`config.mk`:
```
export PLATFORM = sky130hd
export DESIGN_NAME = mem_req_ctrl_flat
export DESIGN_NICKNAME = d
export VERILOG_FILES = /design/src/rtl/mem_req_pkg.sv /design/src/rtl/mem_req_ctrl_if.sv /design/src/rtl/mem_req_watchdog.sv /design/src/rtl/mem_req_ctrl.sv /design/src/flat_wrapper.sv
export SDC_FILE = /design/constraint.sdc
export NUM_CORES = 1
export LEC_CHECK = 0
export ABC_AREA = 1
export BUFFER_PORTS_ARGS = -buffer_cell sky130_fd_sc_hd__buf_2
export CAP_MARGIN = 20
export CORE_UTILIZATION = 51
export CTS_BUF_LIST = sky130_fd_sc_hd__clkbuf_8
export DETAILED_ROUTE_END_ITERATION = 12
export GPL_ROUTABILITY_DRIVEN = 0
export PLACE_DENSITY = 0.82
export SETUP_SLACK_MARGIN = 0.3
export SYNTH_ARGS = -nofsm -noshare
export SYNTH_HDL_FRONTEND = slang
export SYNTH_SLANG_ARGS = --single-unit
```
`constraint.sdc`:
```
create_clock -name clk -period 1.52 [get_ports clk]
set_input_delay 0.076 -clock clk [delete_from_list [all_inputs] [get_ports clk]]
set_output_delay 0.076 -clock clk [all_outputs]
set_load 0.01 [all_outputs]
```
`src/rtl/mem_req_pkg.sv`:
```
// Shared constants and FSM encoding for the memory request controller.
package mem_req_pkg;

  localparam int unsigned DEF_DATA_WIDTH = 8;
  localparam int unsigned DEF_ADDR_WIDTH = 16;
  localparam int unsigned DEF_TIMEOUT    = 64;

  // Read data returned on a timed-out request.
  localparam logic [7:0] ERR_FILL = 8'hFF;

  localparam logic [1:0] ST_IDLE  = 2'd0;
  localparam logic [1:0] ST_ISSUE = 2'd1;
  localparam logic [1:0] ST_WAIT  = 2'd2;
  localparam logic [1:0] ST_RESP  = 2'd3;

  typedef enum logic [1:0] {
    S_IDLE  = ST_IDLE,
    S_ISSUE = ST_ISSUE,
    S_WAIT  = ST_WAIT,
    S_RESP  = ST_RESP
  } state_t;

endpackage

```
`src/rtl/mem_req_ctrl_if.sv`:
```
// Core request/response handshake plus the memory_top command/status bus.
interface mem_req_ctrl_if
  import mem_req_pkg::*;
#(
  parameter int unsigned DATA_WIDTH = DEF_DATA_WIDTH,
  parameter int unsigned ADDR_WIDTH = DEF_ADDR_WIDTH
);
  logic                  req_valid;
  logic                  req_ready;
  logic                  req_write;
  logic [ADDR_WIDTH-1:0] req_addr;
  logic [DATA_WIDTH-1:0] req_wdata;
  logic                  resp_valid;
  logic [DATA_WIDTH-1:0] resp_rdata;
  logic                  resp_err;
  logic                  mem_rd_enable;
  logic                  mem_wr_enable;
  logic [ADDR_WIDTH-1:0] mem_addr;
  logic [DATA_WIDTH-1:0] mem_wr_data;
  logic                  mem_busy;
  logic [DATA_WIDTH-1:0] mem_rd_data;

  // Environment side: the core plus memory_top.
  modport master (
    output req_valid, req_write, req_addr, req_wdata, mem_busy, mem_rd_data,
    input  req_ready, resp_valid, resp_rdata, resp_err,
    input  mem_rd_enable, mem_wr_enable, mem_addr, mem_wr_data
  );

  // Controller side.
  modport slave (
    input  req_valid, req_write, req_addr, req_wdata, mem_busy, mem_rd_data,
    output req_ready, resp_valid, resp_rdata, resp_err,
    output mem_rd_enable, mem_wr_enable, mem_addr, mem_wr_data
  );
endinterface

```
`src/rtl/mem_req_watchdog.sv`:
```
// Clearable saturating cycle counter flagging TIMEOUT-1 elapsed cycles.
module mem_req_watchdog
  import mem_req_pkg::*;
#(
  parameter int unsigned TIMEOUT = DEF_TIMEOUT
) (
  input  logic clk,
  input  logic reset,
  input  logic clear,
  input  logic inc,
  output logic expired
);
  localparam int unsigned CW = $clog2(TIMEOUT + 1);

  logic [CW-1:0] count;

  // Count up while enabled, stick at TIMEOUT, clear has priority.
  always_ff @(posedge clk or posedge reset) begin
    if (reset) begin
      count <= '0;
    end else if (clear) begin
      count <= '0;
    end else if (inc && (count != CW'(TIMEOUT))) begin
      count <= count + CW'(1);
    end
  end

  assign expired = (count == CW'(TIMEOUT - 1));
endmodule

```
`src/rtl/mem_req_ctrl.sv`:
```
// Single-outstanding request controller between the core bus port and memory_top.
module mem_req_ctrl
  import mem_req_pkg::*;
#(
  parameter int unsigned DATA_WIDTH = DEF_DATA_WIDTH,
  parameter int unsigned ADDR_WIDTH = DEF_ADDR_WIDTH,
  parameter int unsigned TIMEOUT    = DEF_TIMEOUT
) (
  input logic           clk,
  input logic           reset,
  mem_req_ctrl_if.slave bus
);
  state_t                state;
  logic                  wr_q;
  logic [ADDR_WIDTH-1:0] addr_q;
  logic [DATA_WIDTH-1:0] wdata_q;
  logic [DATA_WIDTH-1:0] rdata_q;
  logic                  ready_q;
  logic                  resp_valid_q;
  logic                  resp_err_q;
  logic                  wd_clear;
  logic                  wd_inc;
  logic                  wd_expired;

  // Watchdog runs only in WAIT; it is zero on the first WAIT cycle.
  assign wd_clear = (state != S_WAIT);
  assign wd_inc   = (state == S_WAIT);

  mem_req_watchdog #(.TIMEOUT(TIMEOUT)) u_watchdog (
    .clk     (clk),
    .reset   (reset),
    .clear   (wd_clear),
    .inc     (wd_inc),
    .expired (wd_expired)
  );

  // FSM with request capture and registered response/handshake outputs.
  always_ff @(posedge clk or posedge reset) begin
    if (reset) begin
      state        <= S_IDLE;
      wr_q         <= 1'b0;
      addr_q       <= '0;
      wdata_q      <= '0;
      rdata_q      <= '0;
      ready_q      <= 1'b1;
      resp_valid_q <= 1'b0;
      resp_err_q   <= 1'b0;
    end else begin
      resp_valid_q <= 1'b0;
      case (state)
        S_IDLE: begin
          if (bus.req_valid && ready_q) begin
            wr_q    <= bus.req_write;
            addr_q  <= bus.req_addr;
            wdata_q <= bus.req_wdata;
            ready_q <= 1'b0;
            state   <= S_ISSUE;
          end
        end
        S_ISSUE: begin
          if (!bus.mem_busy) begin
            state <= S_WAIT;
          end
        end
        S_WAIT: begin
          // Completion wins over timeout when both land on the same cycle.
          if (!bus.mem_busy) begin
            rdata_q      <= wr_q ? '0 : bus.mem_rd_data;
            resp_err_q   <= 1'b0;
            resp_valid_q <= 1'b1;
            state        <= S_RESP;
          end else if (wd_expired) begin
            rdata_q      <= DATA_WIDTH'(ERR_FILL);
            resp_err_q   <= 1'b1;
            resp_valid_q <= 1'b1;
            state        <= S_RESP;
          end
        end
        S_RESP: begin
          ready_q <= 1'b1;
          state   <= S_IDLE;
        end
        default: begin
          ready_q <= 1'b1;
          state   <= S_IDLE;
        end
      endcase
    end
  end

  // Single-cycle enable decode so memory_top sees exactly one strobe per request.
  assign bus.mem_rd_enable = (state == S_ISSUE) && !bus.mem_busy && !wr_q;
  assign bus.mem_wr_enable = (state == S_ISSUE) && !bus.mem_busy &&  wr_q;

  assign bus.mem_addr    = addr_q;
  assign bus.mem_wr_data = wdata_q;
  assign bus.req_ready   = ready_q;
  assign bus.resp_valid  = resp_valid_q;
  assign bus.resp_rdata  = rdata_q;
  assign bus.resp_err    = resp_err_q;
endmodule

```
`src/flat_wrapper.sv`:
```
// flat-port wrapper written by rule: the top's interface ports become plain ports
module mem_req_ctrl_flat import mem_req_pkg::*;
#(
  parameter int unsigned DATA_WIDTH = DEF_DATA_WIDTH,
  parameter int unsigned ADDR_WIDTH = DEF_ADDR_WIDTH,
  parameter int unsigned TIMEOUT    = DEF_TIMEOUT
)
  (clk, reset, bus_req_valid, bus_req_write, bus_req_addr, bus_req_wdata, bus_mem_busy, bus_mem_rd_data, bus_req_ready, bus_resp_valid, bus_resp_rdata, bus_resp_err, bus_mem_rd_enable, bus_mem_wr_enable, bus_mem_addr, bus_mem_wr_data);
  mem_req_ctrl_if #(.DATA_WIDTH(DATA_WIDTH), .ADDR_WIDTH(ADDR_WIDTH)) bus_i ();
  input logic clk;
  input logic reset;
  input wire logic [$bits(bus_i.req_valid)-1:0] bus_req_valid;
  input wire logic [$bits(bus_i.req_write)-1:0] bus_req_write;
  input wire logic [$bits(bus_i.req_addr)-1:0] bus_req_addr;
  input wire logic [$bits(bus_i.req_wdata)-1:0] bus_req_wdata;
  input wire logic [$bits(bus_i.mem_busy)-1:0] bus_mem_busy;
  input wire logic [$bits(bus_i.mem_rd_data)-1:0] bus_mem_rd_data;
  output wire logic [$bits(bus_i.req_ready)-1:0] bus_req_ready;
  output wire logic [$bits(bus_i.resp_valid)-1:0] bus_resp_valid;
  output wire logic [$bits(bus_i.resp_rdata)-1:0] bus_resp_rdata;
  output wire logic [$bits(bus_i.resp_err)-1:0] bus_resp_err;
  output wire logic [$bits(bus_i.mem_rd_enable)-1:0] bus_mem_rd_enable;
  output wire logic [$bits(bus_i.mem_wr_enable)-1:0] bus_mem_wr_enable;
  output wire logic [$bits(bus_i.mem_addr)-1:0] bus_mem_addr;
  output wire logic [$bits(bus_i.mem_wr_data)-1:0] bus_mem_wr_data;
  assign bus_i.req_valid = bus_req_valid;
  assign bus_i.req_write = bus_req_write;
  assign bus_i.req_addr = bus_req_addr;
  assign bus_i.req_wdata = bus_req_wdata;
  assign bus_i.mem_busy = bus_mem_busy;
  assign bus_i.mem_rd_data = bus_mem_rd_data;
  assign bus_req_ready = bus_i.req_ready;
  assign bus_resp_valid = bus_i.resp_valid;
  assign bus_resp_rdata = bus_i.resp_rdata;
  assign bus_resp_err = bus_i.resp_err;
  assign bus_mem_rd_enable = bus_i.mem_rd_enable;
  assign bus_mem_wr_enable = bus_i.mem_wr_enable;
  assign bus_mem_addr = bus_i.mem_addr;
  assign bus_mem_wr_data = bus_i.mem_wr_data;
  mem_req_ctrl #(.DATA_WIDTH(DATA_WIDTH), .ADDR_WIDTH(ADDR_WIDTH), .TIMEOUT(TIMEOUT)) u_core (.clk(clk), .reset(reset), .bus(bus_i));
endmodule
```
### Yosys cells after proc, flatten, opt, wreduce, memory -nomap -nowiden

Cells that the tools add are included.

* word-level logic and storage cells: 51
* bits in registers: 45
* input port bits: 37
* output and inout bits: 37

* multiplexer cells: 17
* add/sub/neg operators: 1
* reductions and logical operators: 14
* eq/ne operators: 10

Operator list (number)
* two-way mux 8 bit: 3
* two-way mux 7 bit: 2
* two-way mux 2 bit: 4
* one-hot mux 2 bit (4 select lines): 1
* adder 7 x 1 -> 7 bit (second input constant): 1
* == test 7 x 6 -> 1 bit (second input constant): 1
* != test 7 bit (second input constant): 1
* two-way mux 1 bit: 6
* AND reduction 2 bit: 3
* logical AND 1 bit: 5
* == test 2 bit (second input constant): 2
* != test 2 x 1 -> 1 bit (second input constant): 2
* != test 2 bit (second input constant): 2
* nonzero test 2 bit: 2
* != test 3 x 2 -> 1 bit (second input constant): 1
* AND reduction 3 bit: 1
* == test 2 x 1 -> 1 bit (second input constant): 1
* zero test 1 bit: 2
* zero test 2 bit: 1
* one-hot mux 1 bit (2 select lines): 1

### Longest topological paths before layout

Gate-level depths: netlist of run 1.

* depth in word-level cells: 4
* mapped depth: 9
* depth with buffers taken out: 8

### By module

From an unflattened synthesis of run 1, not the netlist that was laid out.

* cell total of the unflattened synthesis: 242
* area, all modules: 2050.7 µm²

By module, submodules not included
* mem_req_ctrl: times used 1, area an instance 1600.3 µm², cells each 178, seq. area each 952.2 µm²
* mem_req_watchdog: times used 1, area an instance 450.4 µm², cells each 64, seq. area each 175.2 µm²

### Least setup slack after synthesis of run 1

Ideal clock, no wire load.

* kind: reg-to-reg
* from: reg u_core.state[0]
* to: reg u_core.addr_q[0], in the netlist u_core.bus.mem_addr[0]
* data required time: 1.403 ns
* period minus slack after synthesis: 1.306 ns
* buffers on the path: 1
* slack: 0.214 ns
* arrival time: 1.190 ns
* setup time: 0.117 ns
* stages on the path, launching flop included: 9
* cell sequence: dfrtp_1 > inv_1 > ha_1 > inv_2 > nor2_4 > inv_2 > buf_2 > nand2_1 > nand2_1

* word-level cells in the longest chain between the ends: 2

RTL lines
* start, declared: line mem_req_ctrl.sv:13 `state_t state;`
* start signal, assigned: line mem_req_ctrl.sv:40 `state <= S_IDLE;`
* start signal, assigned: line mem_req_ctrl.sv:57 `state <= S_ISSUE;`
* start signal, assigned: line mem_req_ctrl.sv:62 `state <= S_WAIT;`
* zero test 2 bit: line mem_req_ctrl.sv:50 `case (state)`
* AND reduction 2 bit (no line)
* end signal, assigned: line mem_req_ctrl.sv:54 `addr_q <= bus.req_addr;`
* end, declared: line mem_req_ctrl.sv:15 `logic [ADDR_WIDTH-1:0] addr_q;`

Every way passes these cells.
A chain may end at the register's enable or synchronous reset.

### Worst setup path in the final report of run 1

* from: reg u_core.ready_q, in the netlist u_core.bus.req_ready
* to: reg u_core.state[0]

* word-level cells in the longest chain between the ends: 3

RTL lines
* start, declared: line mem_req_ctrl.sv:18 `logic ready_q;`
* start signal, assigned: line mem_req_ctrl.sv:45 `ready_q <= 1'b1;`
* start signal, assigned: line mem_req_ctrl.sv:56 `ready_q <= 1'b0;`
* start signal, assigned: line mem_req_ctrl.sv:80 `ready_q <= 1'b1;`
* logical AND 1 bit: line mem_req_ctrl.sv:52 `if (bus.req_valid && ready_q) begin`
* != test 2 x 1 -> 1 bit (no line)
* AND reduction 3 bit (no line)
* end signal, assigned: line mem_req_ctrl.sv:57
* end signal, assigned: line mem_req_ctrl.sv:62
* end signal, assigned: line mem_req_ctrl.sv:71 `state <= S_RESP;`

Every way passes these cells.

==> results of run 1 <==
-- synth_stat cells, types with 2 or more instances --
cell type    n
nand4_1      4
nor3_1       3
nand3_1     15
dfrtp_1     44
nor2_4       3
inv_2        4
a21oi_1      2
nand2_1    120
inv_1       11
buf_2        4
ha_1         6
nand2_2      3
nor2_1       5
o21ai_0      4
-- metrics by stage --
stage | hold WS (ns) | instance area [um^2]
after floorplan | 0.1926 | 2063
after global placement | 0.1399 | 2469
after detailed placement | 0.1429 | 2469
after CTS | 0.003229 | 3019
after global routing | 0.005687 | 3249
final | 0.0002618 | 3249
-- worst min path at each step --
| stage | from | endpoint | depth (start not counted) |
|---|---|---|---|
| floorplan | bus_req_addr[0] | u_core.bus.mem_addr[0] | 2 |
| global placement | reset | u_core.bus.mem_addr[15] | 3 |
| detailed placement | reset | u_core.bus.mem_addr[0] | 3 |
| CTS | bus_req_write | u_core.wr_q | 3 |
| global route | bus_req_write | u_core.wr_q | 3 |
| finish | bus_req_write | u_core.wr_q | 3 |
-- registers in the layout, summed over array words and instances, names as in the netlist --
register / cells
u_core.bus.mem_addr: 16
u_core.bus.req_ready: 1
u_core.bus.mem_wr_data: 8
u_core.bus.resp_err: 1
u_core.state: 2
u_core.bus.resp_rdata: 8
u_core.u_watchdog.count: 7
u_core.bus.resp_valid: 1
u_core.wr_q: 1
-- per-layer routing --
metal | part of all wire (%) | vias to the layer above
li1 | - | 994
met1 | 36 | 1106
met2 | 50 | 176
met3 | 8.5 | 42
met4 | 5.0 | 0
met5 | 0 | -
-- area by class of cell --
type                       count  area [um^2]
sequential                    45         1129
multi-input combinational    174        992.2
timing repair buffer         119        869.6
fill                         186        494.2
clock buffer                   6        82.58
inverter                      16        71.32
tap                           48        60.06
clock inverter                 2        33.78
timing repair inverter         1        11.26
-- power breakdown --
group          switching, uW  internal [uW]  total [uW]
Combinational           84.1           96.0         180
Sequential              6.21           1210        1210
Clock                    428            530         958
Total                    518           1830        2350
-- critical path, cell delays in order (launching register included) --
cell and delay [ns]:
dfstp_2 0.57, nand2_1 0.12, nand2_1 0.15, o21ai_1 0.12, inv_1 0.15, nand2_2 0.08, nand2_1 0.07, nand2_1 0.05
-- cell families after synthesis --
group / share of synthesized area [%]
and+or+nand+nor: 32.99
adders and majority gates: 3.685
AOI/OAI and AO/OA: 2.703
xor gates and xnor gates: 0.4301
buffers and inverters: 4.852
DFF: 55.34
-- what timing repair did --
action,4_1_cts,5_1_grt
hold buffers,25,0
gates resized for setup,22,47
pin swaps,6,23
gates cloned,4,1
hold endpoints to repair,68,0
setup endpoints to repair,41,46
buffers inserted,10,6
==> impl_metrics.py, run 1 <==
metrics = {
    "detailed_routing": {
        "wl_mm": 7.712,
        "wl_per_cell_um": 18.76,
        "drc_errors": 0,
        "first_pass_iters": 5,
        "avgViaCountPerCell": 5.640,
        "ant_nets": 0,
        "via_count": 2318,
        "drt_iter0_markers": 294,
    },
    "worst_setup_path": {
        "r2r_cells": 7,
        "cp.arrival_ns": 1.62,
        "cp_max_fo": 3,
        "startpoint_type": "register",
        "worstSetupStartpoint": "u_core.bus.req_ready",
        "worstPathRequired_ns": 1.72,
        "critPathKind": "register to register",
        "reg2reg_from": "u_core.bus.req_ready",
        "reg2reg_slack_ns": 0.1,
        "endpoint": "u_core.state[0]",
        "end_kind": "register",
        "reg2reg_to": "u_core.state[0]",
    },
    "layout": {
        "final_cell_mix": "nand2_1 (99), buf_2 (73), dfrtp_1 (43)",
        "final_cells": 411,
        "antenna_cells": 0,
        "post-route-util_pct": 86.80,
        "layout-drive-gt1-share_pct": 43.25,
        "syn_to_final_growth_pct": 59.52,
        "nets": 405,
        "final_common_cell": "nand2_1",
    },
    "sta": {
        "setup_viol": 0,
        "fin_ws_ns": 0.09792,
        "rsz0062_at_grt": "true",
        "tightest_slew_ns": 0.3346,
        "slew_headroom_pct": 77.69,
        "max_freq_ghz": 0.7032,
        "finalCritPeriodShare_pct": 93.56,
        "maxSlewViolCount": 0,
        "final.setup.tns_ns": 0,
        "finalHoldViolCount": 0,
        "min_period_ns": 1.422,
        "fin_worst_skew_ns": 0.008584,
    },
    "yosys": {
        "synth_area_leaders": "dfrtp_1 (54%), nand2_1 (22%), ha_1 (3.7%)",
        "synthCells": 239,
        "ys_ff_latch": 45,
        "synth_fp_nets": 282,
        "synth_edf_count": 0,
        "synth_top_area_share_pct": 54.05,
        "syn_avg_cell_area_um2": 8.523,
        "ys.flop_type": "dfrtp_1",
        "synth_top_cell_by_area": "dfrtp_1",
        "yosysUniqueCellTypes": 25,
        "synth_warnings": 0,
        "synth_area_um2": 2037,
        "synthArstFlopShare_pct": 100.0,
        "seq_area_frac_synth_pct": 55.34,
    },
    "clocking": {
        "cts.path.max_buffers": 2,
        "numCtsBuffers": 5,
        "cts-root-buf": "clkbuf_8",
        "clock-sinks": 45,
        "cts_tree": "yes",
        "clk_pin_slew_worst_paths_ns": 0.09,
        "clock_latency_ns": 0.30,
        "htree_num_levels": 2,
    },
    "global_routing": {
        "grt-ovfl-total": 0,
        "grt_max_degree": 46,
        "grt_pass1_vias": 2013,
        "antenna_found_initial": 0,
        "grt_pass1_wl_mm": 9.108,
        "met3_usage_pct": 5.903,
        "grtUsageMet2_pct": 49.36,
        "grt_usage_pct": 28.37,
        "top_usage_layer": "met2",
        "grt_use_met1_pct": 33.49,
    },
    "placement": {
        "portBuffers": 73,
        "pre_cts_slack_ns": 0.1767,
        "place_hpwl_mm": 3.061,
        "placed_cells": 357,
    },
    "floorplanning": {
        "die_w_um": 65.20,
        "dieArea_um2": 4251,
        "pin_count": 74,
        "rows": 22,
        "die_h_um": 65.20,
        "start_util_pct": 54.41,
        "core_um2": 3744,
    },
    "flow_run": {
        "maxCapViolations": 0,
    },
    "pwr": {
        "power.density_nw_per_um2": 723.5,
        "ir_drop_mv": 0.5421,
        "p_leak_uw": 0.001795,
        "finalPower_uw": 2351,
    },
    "outcome": {
        "status": "finished, final reports clean",
    },
    "hold_path": {
        "hold_class": "input port to register",
    },
}
Note: power is estimated with default switching activity, not from simulation.
==> run 2: changes to the inputs <==
--- a/config.mk
+++ b/config.mk
@@ -8,11 +8,11 @@
 export ABC_AREA = 1
 export BUFFER_PORTS_ARGS = -buffer_cell sky130_fd_sc_hd__buf_2
 export CAP_MARGIN = 20
-export CORE_UTILIZATION = 51
+export CORE_UTILIZATION = 46
 export CTS_BUF_LIST = sky130_fd_sc_hd__clkbuf_8
 export DETAILED_ROUTE_END_ITERATION = 12
 export GPL_ROUTABILITY_DRIVEN = 0
-export PLACE_DENSITY = 0.82
+export PLACE_DENSITY = 0.78
 export SETUP_SLACK_MARGIN = 0.3
 export SYNTH_ARGS = -nofsm -noshare
 export SYNTH_HDL_FRONTEND = slang
==> constraint.sdc (replaced) <==
create_clock -name clk -period 1.1 [get_ports clk]
set_input_delay 0.055 -clock clk [delete_from_list [all_inputs] [get_ports clk]]
set_output_delay 0.055 -clock clk [all_outputs]
set_load 0.01 [all_outputs]
==> impl_metrics.py, run 2 (same netlist as run 1, synthesis figures left out) <==
metrics = {
    "layout": {
        "final_cells": 454,
        "final_cell_mix": "nand2_1 (118), buf_2 (68), buf_4 (44), dfrtp_1 (44), dlygate4sd3_1 (26)",
        "final_common_cell": "nand2_1",
        "nets": 446,
        "layout-drive-gt1-share_pct": 46.53,
        "largest_reg_flops": 16,
        "syn_to_final_growth_pct": 77.33,
        "antenna_cells": 0,
    },
    "sta": {
        "tightest_slew_ns": 0.2938,
        "finalCritPeriodShare_pct": 130.6,
        "slew_headroom_pct": 80.39,
        "setup_viol": 48,
        "finalHoldViolCount": 0,
        "rsz0062_at_grt": "true",
        "fin_worst_skew_ns": 0.01001,
        "fin_ws_ns": -0.3362,
        "max_freq_ghz": 0.6963,
        "maxSlewViolCount": 0,
        "min_period_ns": 1.436,
    },
    "flow_run": {
        "maxCapViolations": 0,
    },
    "hold_path": {
        "min-delay-start": "bus_mem_rd_data[5]",
        "hold_end": "u_core.bus.resp_rdata[5]",
        "hold_class": "input port to register",
        "holdPathStages": 5,
    },
    "detailed_routing": {
        "ant_nets": 0,
        "first_pass_iters": 5,
        "wl_mm": 7.255,
        "drc_errors": 0,
        "avgViaCountPerCell": 4.963,
        "drt_iter0_markers": 143,
        "wl_per_cell_um": 15.98,
        "via_count": 2253,
    },
    "pwr": {
        "finalPower_uw": 3006,
        "p_leak_uw": 0.001985,
        "ir_drop_mv": 0.7059,
        "power.density_nw_per_um2": 832.2,
    },
    "worst_setup_path": {
        "cpMostUsedCell": "nand2_1",
        "reg2reg_to": "u_core.bus.mem_addr[10]",
        "r2r_cells": 9,
        "cpMaxStageDelayCell": "dfrtp_1",
        "path_cells": "buf_4 > inv_4 > ha_4 > inv_2 > nor2_4 > buf_6 > clkbuf_16 > nand2_1 > nand2_1",
        "reg2reg_from": "u_core.state[0]",
        "worstPathRequired_ns": 1.34,
        "reg2reg_slack_ns": -0.34,
        "cp.arrival_ns": 1.68,
        "slowest_delay_ns": 0.40,
        "cp_max_fo": 6,
        "critPathKind": "register to register",
        "end_kind": "register",
        "startpoint_type": "register",
    },
    "global_routing": {
        "grt-ovfl-total": 0,
        "grt_pass1_vias": 2109,
        "grt_usage_pct": 28.08,
        "grt_max_degree": 25,
        "antenna_found_initial": 0,
        "grt_pass1_wl_mm": 9.349,
    },
    "clocking": {
        "cts.path.max_buffers": 2,
        "clock-sinks": 45,
        "cts-root-buf": "clkbuf_8",
        "cts_tree": "yes",
        "htree_num_levels": 2,
        "clock_latency_ns": 0.31,
        "clk_pin_slew_worst_paths_ns": 0.09,
        "numCtsBuffers": 5,
    },
    "floorplanning": {
        "die_h_um": 68.55,
        "dieArea_um2": 4698,
        "pin_count": 74,
        "die_w_um": 68.55,
        "start_util_pct": 49.50,
        "rows": 23,
        "core_um2": 4115,
    },
    "outcome": {
        "status": "complete, but fails checks",
        "violations": "setup timing",
    },
    "placement": {
        "place_hpwl_mm": 3.239,
        "portBuffers": 73,
        "placed_cells": 378,
    },
}
-- run 2: final cells by class --
class | instances | area [um^2]
Timing Repair inverter | 1 | 6.256
Inverter | 16 | 78.83
Multi-Input combinational cell | 173 | 1023
Timing Repair Buffer | 161 | 1230
Tap cell | 50 | 62.56
Clock inverter | 3 | 15.01
Clock buffer | 5 | 68.82
Fill cell | 198 | 503.0
Sequential cell | 45 | 1127
-- run 2: metrics by stage --
stage                     util (%)  hold WS (ns)  TNS [ns]  area, um^2  setup WS (ns)
after floorplan                  -       0.06522    -4.279        2131        -0.1548
after global placement       65.16       0.06949    -6.500        2681        -0.1915
after detailed placement     65.16       0.07679    -8.100        2681        -0.2569
after CTS                    82.00       0.03761    -10.44        3374        -0.2955
after global routing         87.78       0.08345    -14.53        3612        -0.3957
final                        87.78       0.04237    -11.69        3612        -0.3362
-- run 2: metal layers --
metal	routed length, um	track usage (%)
met1	2650	32.77
met2	3994	48.90
met3	370	3.947
met4	239	16.41
met5	0	0
-- run 2: worst max path at each step --
stage / from / end / cells past startpoint
CTS: u_core.state[0] / bus_mem_wr_enable / 6
global route: u_core.u_watchdog.count[1] / u_core.bus.resp_rdata[3] / 7
finish: u_core.state[0] / u_core.bus.mem_addr[10] / 9
detailed placement: u_core.state[1] / u_core.bus.req_ready / 6
floorplan: u_core.state[1] / u_core.bus.mem_addr[0] / 8
global placement: u_core.state[1] / u_core.bus.req_ready / 6
-- run 2: power by group --
group / leakage, uW / switching [uW] / total (uW) / internal, uW
clock: 0.0000467 / 602 / 1030 / 432
sequential: 0.000596 / 8.29 / 1680 / 1670
combinational: 0.00134 / 123 / 296 / 173
total: 0.00199 / 733 / 3010 / 2270
-- run 2: worst max-delay path: cells and delay by family, from the launching register on --
kind,cells,cell delay [ns]
DFF,1,0.40
and+or+nand+nor,3,0.26
buffers and inverters,5,0.57
adders and majority gates,1,0.15
-- run 2: repair_timing --
action / CTS / global route
pin swaps: 14 / 8
endpoints found under the setup margin: 82 / 111
buffers inserted: 24 / 14
endpoints found under the hold margin: 39 / 0
cloned: 2 / 2
hold buffers: 26 / 0
gates resized for setup: 38 / 17
==> run 3: changes to the inputs <==
--- a/config.mk
+++ b/config.mk
@@ -14,6 +14,7 @@
 export GPL_ROUTABILITY_DRIVEN = 0
 export PLACE_DENSITY = 0.78
 export SETUP_SLACK_MARGIN = 0.3
+export SKIP_LAST_GASP = 1
 export SYNTH_ARGS = -nofsm -noshare
 export SYNTH_HDL_FRONTEND = slang
 export SYNTH_SLANG_ARGS = --single-unit
==> impl_metrics.py, run 3 (same netlist as run 1, synthesis figures left out) <==
metrics = {
    "floorplanning": {
        "rows": 23,
        "pin_count": 74,
        "die_w_um": 68.55,
        "core_um2": 4115,
        "die_h_um": 68.55,
        "start_util_pct": 49.50,
        "dieArea_um2": 4698,
    },
    "global_routing": {
        "grt_usage_pct": 27.81,
        "grt_max_degree": 25,
        "antenna_found_initial": 0,
        "grt-ovfl-total": 0,
        "grt_pass1_wl_mm": 9.335,
        "grt_pass1_vias": 2096,
    },
    "sta": {
        "slew_headroom_pct": 80.22,
        "fin_ws_ns": -0.4465,
        "min_period_ns": 1.546,
        "maxSlewViolCount": 0,
        "tightest_slew_ns": 0.2962,
        "finalCritPeriodShare_pct": 140.6,
        "fin_worst_skew_ns": 0.01235,
        "max_freq_ghz": 0.6466,
        "rsz0062_at_grt": "true",
        "final.setup.tns_ns": -13.51,
        "finalHoldViolCount": 0,
        "setup_viol": 47,
    },
    "detailed_routing": {
        "via_count": 2375,
        "wl_per_cell_um": 17.29,
        "drc_errors": 0,
        "drt_iter0_markers": 216,
        "ant_nets": 0,
        "wl_mm": 7.885,
        "first_pass_iters": 5,
        "avgViaCountPerCell": 5.208,
    },
    "clocking": {
        "htree_num_levels": 2,
        "clock-sinks": 45,
        "cts_tree": "yes",
        "numCtsBuffers": 5,
        "cts.path.max_buffers": 2,
        "clk_pin_slew_worst_paths_ns": 0.09,
        "cts-root-buf": "clkbuf_8",
        "clock_latency_ns": 0.31,
    },
    "pwr": {
        "power_frac_seq_pct": 55.6,
        "p_comb_share_pct": 10.3,
        "power_frac_clock_pct": 34.1,
        "switchingPower_uw": 734.3,
        "power.density_nw_per_um2": 824.9,
        "p_leak_uw": 0.002015,
        "switching_share_pct": 24.34,
        "ir_drop_mv": 0.8362,
        "internal_power_uw": 2283,
    },
    "placement": {
        "placed_cells": 378,
        "pre_cts_slack_ns": -0.2569,
        "portBuffers": 73,
        "place_hpwl_mm": 3.239,
    },
    "outcome": {
        "violations": "setup timing",
        "status": "complete, but fails checks",
    },
    "worst_setup_path": {
        "cp_top_family": "buffers and inverters",
        "cpMaxStageDelayCell": "dfrtp_1",
        "worstPathRequired_ns": 1.33,
        "startpoint_type": "register",
        "crit_buf_inv": 5,
        "cp.arrival_ns": 1.78,
        "critPathKind": "register to register",
        "end_kind": "register",
        "slowest_delay_ns": 0.41,
        "path_cells": "inv_2 > buf_4 > ha_4 > inv_2 > nor2_4 > buf_6 > clkbuf_16 > nand2_1 > nand2_1",
        "cp_max_fo": 6,
    },
    "layout": {
        "antenna_cells": 0,
        "final_common_cell": "nand2_1",
        "largest_reg_flops": 16,
        "layout-drive-gt1-share_pct": 47.54,
        "nets": 448,
        "final_cell_mix": "nand2_1 (117), buf_2 (69), buf_4 (45)",
        "final_cells": 456,
        "post-route-util_pct": 88.87,
        "syn_to_final_growth_pct": 79.55,
    },
    "flow_run": {
        "maxCapViolations": 0,
    },
    "hold_path": {
        "hold_class": "input port to register",
    },
}
==> run 3: final timing paths <==
path,start,to,slack [ns],cells after the start
setup / recovery,u_core.state[1],u_core.bus.mem_addr[10],-0.45,9
hold / removal,bus_mem_rd_data[0],u_core.bus.resp_rdata[0],0.05,5
setup reg to reg,u_core.state[1],u_core.bus.mem_addr[10],-0.45,9
hold reg to reg,u_core.bus.mem_addr[9],u_core.bus.mem_addr[9],0.48,2
max in group asynchronous,reset,u_core.u_watchdog.count[2],0.46,4
min in group asynchronous,reset,u_core.bus.resp_err,0.25,3
==> run 3: area by class of cell <==
cell class	count	area, um^2
timing repair buffer	163	1256
sequential	45	1127
multi-input combinational	173	1040
fill	182	457.9
inverter	16	81.33
clock buffer	5	68.82
tap	50	62.56
clock inverter	3	15.01
timing repair inverter	1	6.256
==> run 3: per-stage QoR <==
step	instance area, um^2	power (uW)	hold slack [ns]
2_1_floorplan	2131	1770	0.06522
3_3_place_gp	2681	1873	0.06949
3_5_place_dp	2681	1876	0.07679
4_1_cts	3368	2933	0.03761
5_1_grt	3657	3125	0.06804
6_report	3657	3017	0.04978
==> run 3: per-layer routing <==
layer / wire (um) / GRT usage (%)
met1: 2780 / 32.09
met2: 4230 / 48.41
met3: 503 / 5.099
met4: 371 / 15.36
met5: 0 / 0
==> run 3: power by group through the flow <==
stage	combinational (uW)	clock [uW]	sequential, uW
after floorplan	51.8	0	1720
after global placement	163	0	1710
after detailed placement	165	0	1710
after CTS	262	996	1670
after global routing	333	1110	1680
final	311	1030	1680
==> run 3: timing repair <==
action	in CTS	in global routing
hold buffers	26	0
endpoints found under the hold margin	39	0
gates cloned	2	3
setup buffers	24	15
setup endpoints to repair	82	112
pin swaps	14	9
resized for setup	36	22
==> run 3: worst min-delay path, stage by stage <==
cell and delay (ns):
buf_2 0.08, nand2_1 0.05, nand2_1 0.05, nand2_1 0.05, nand2_1 0.05
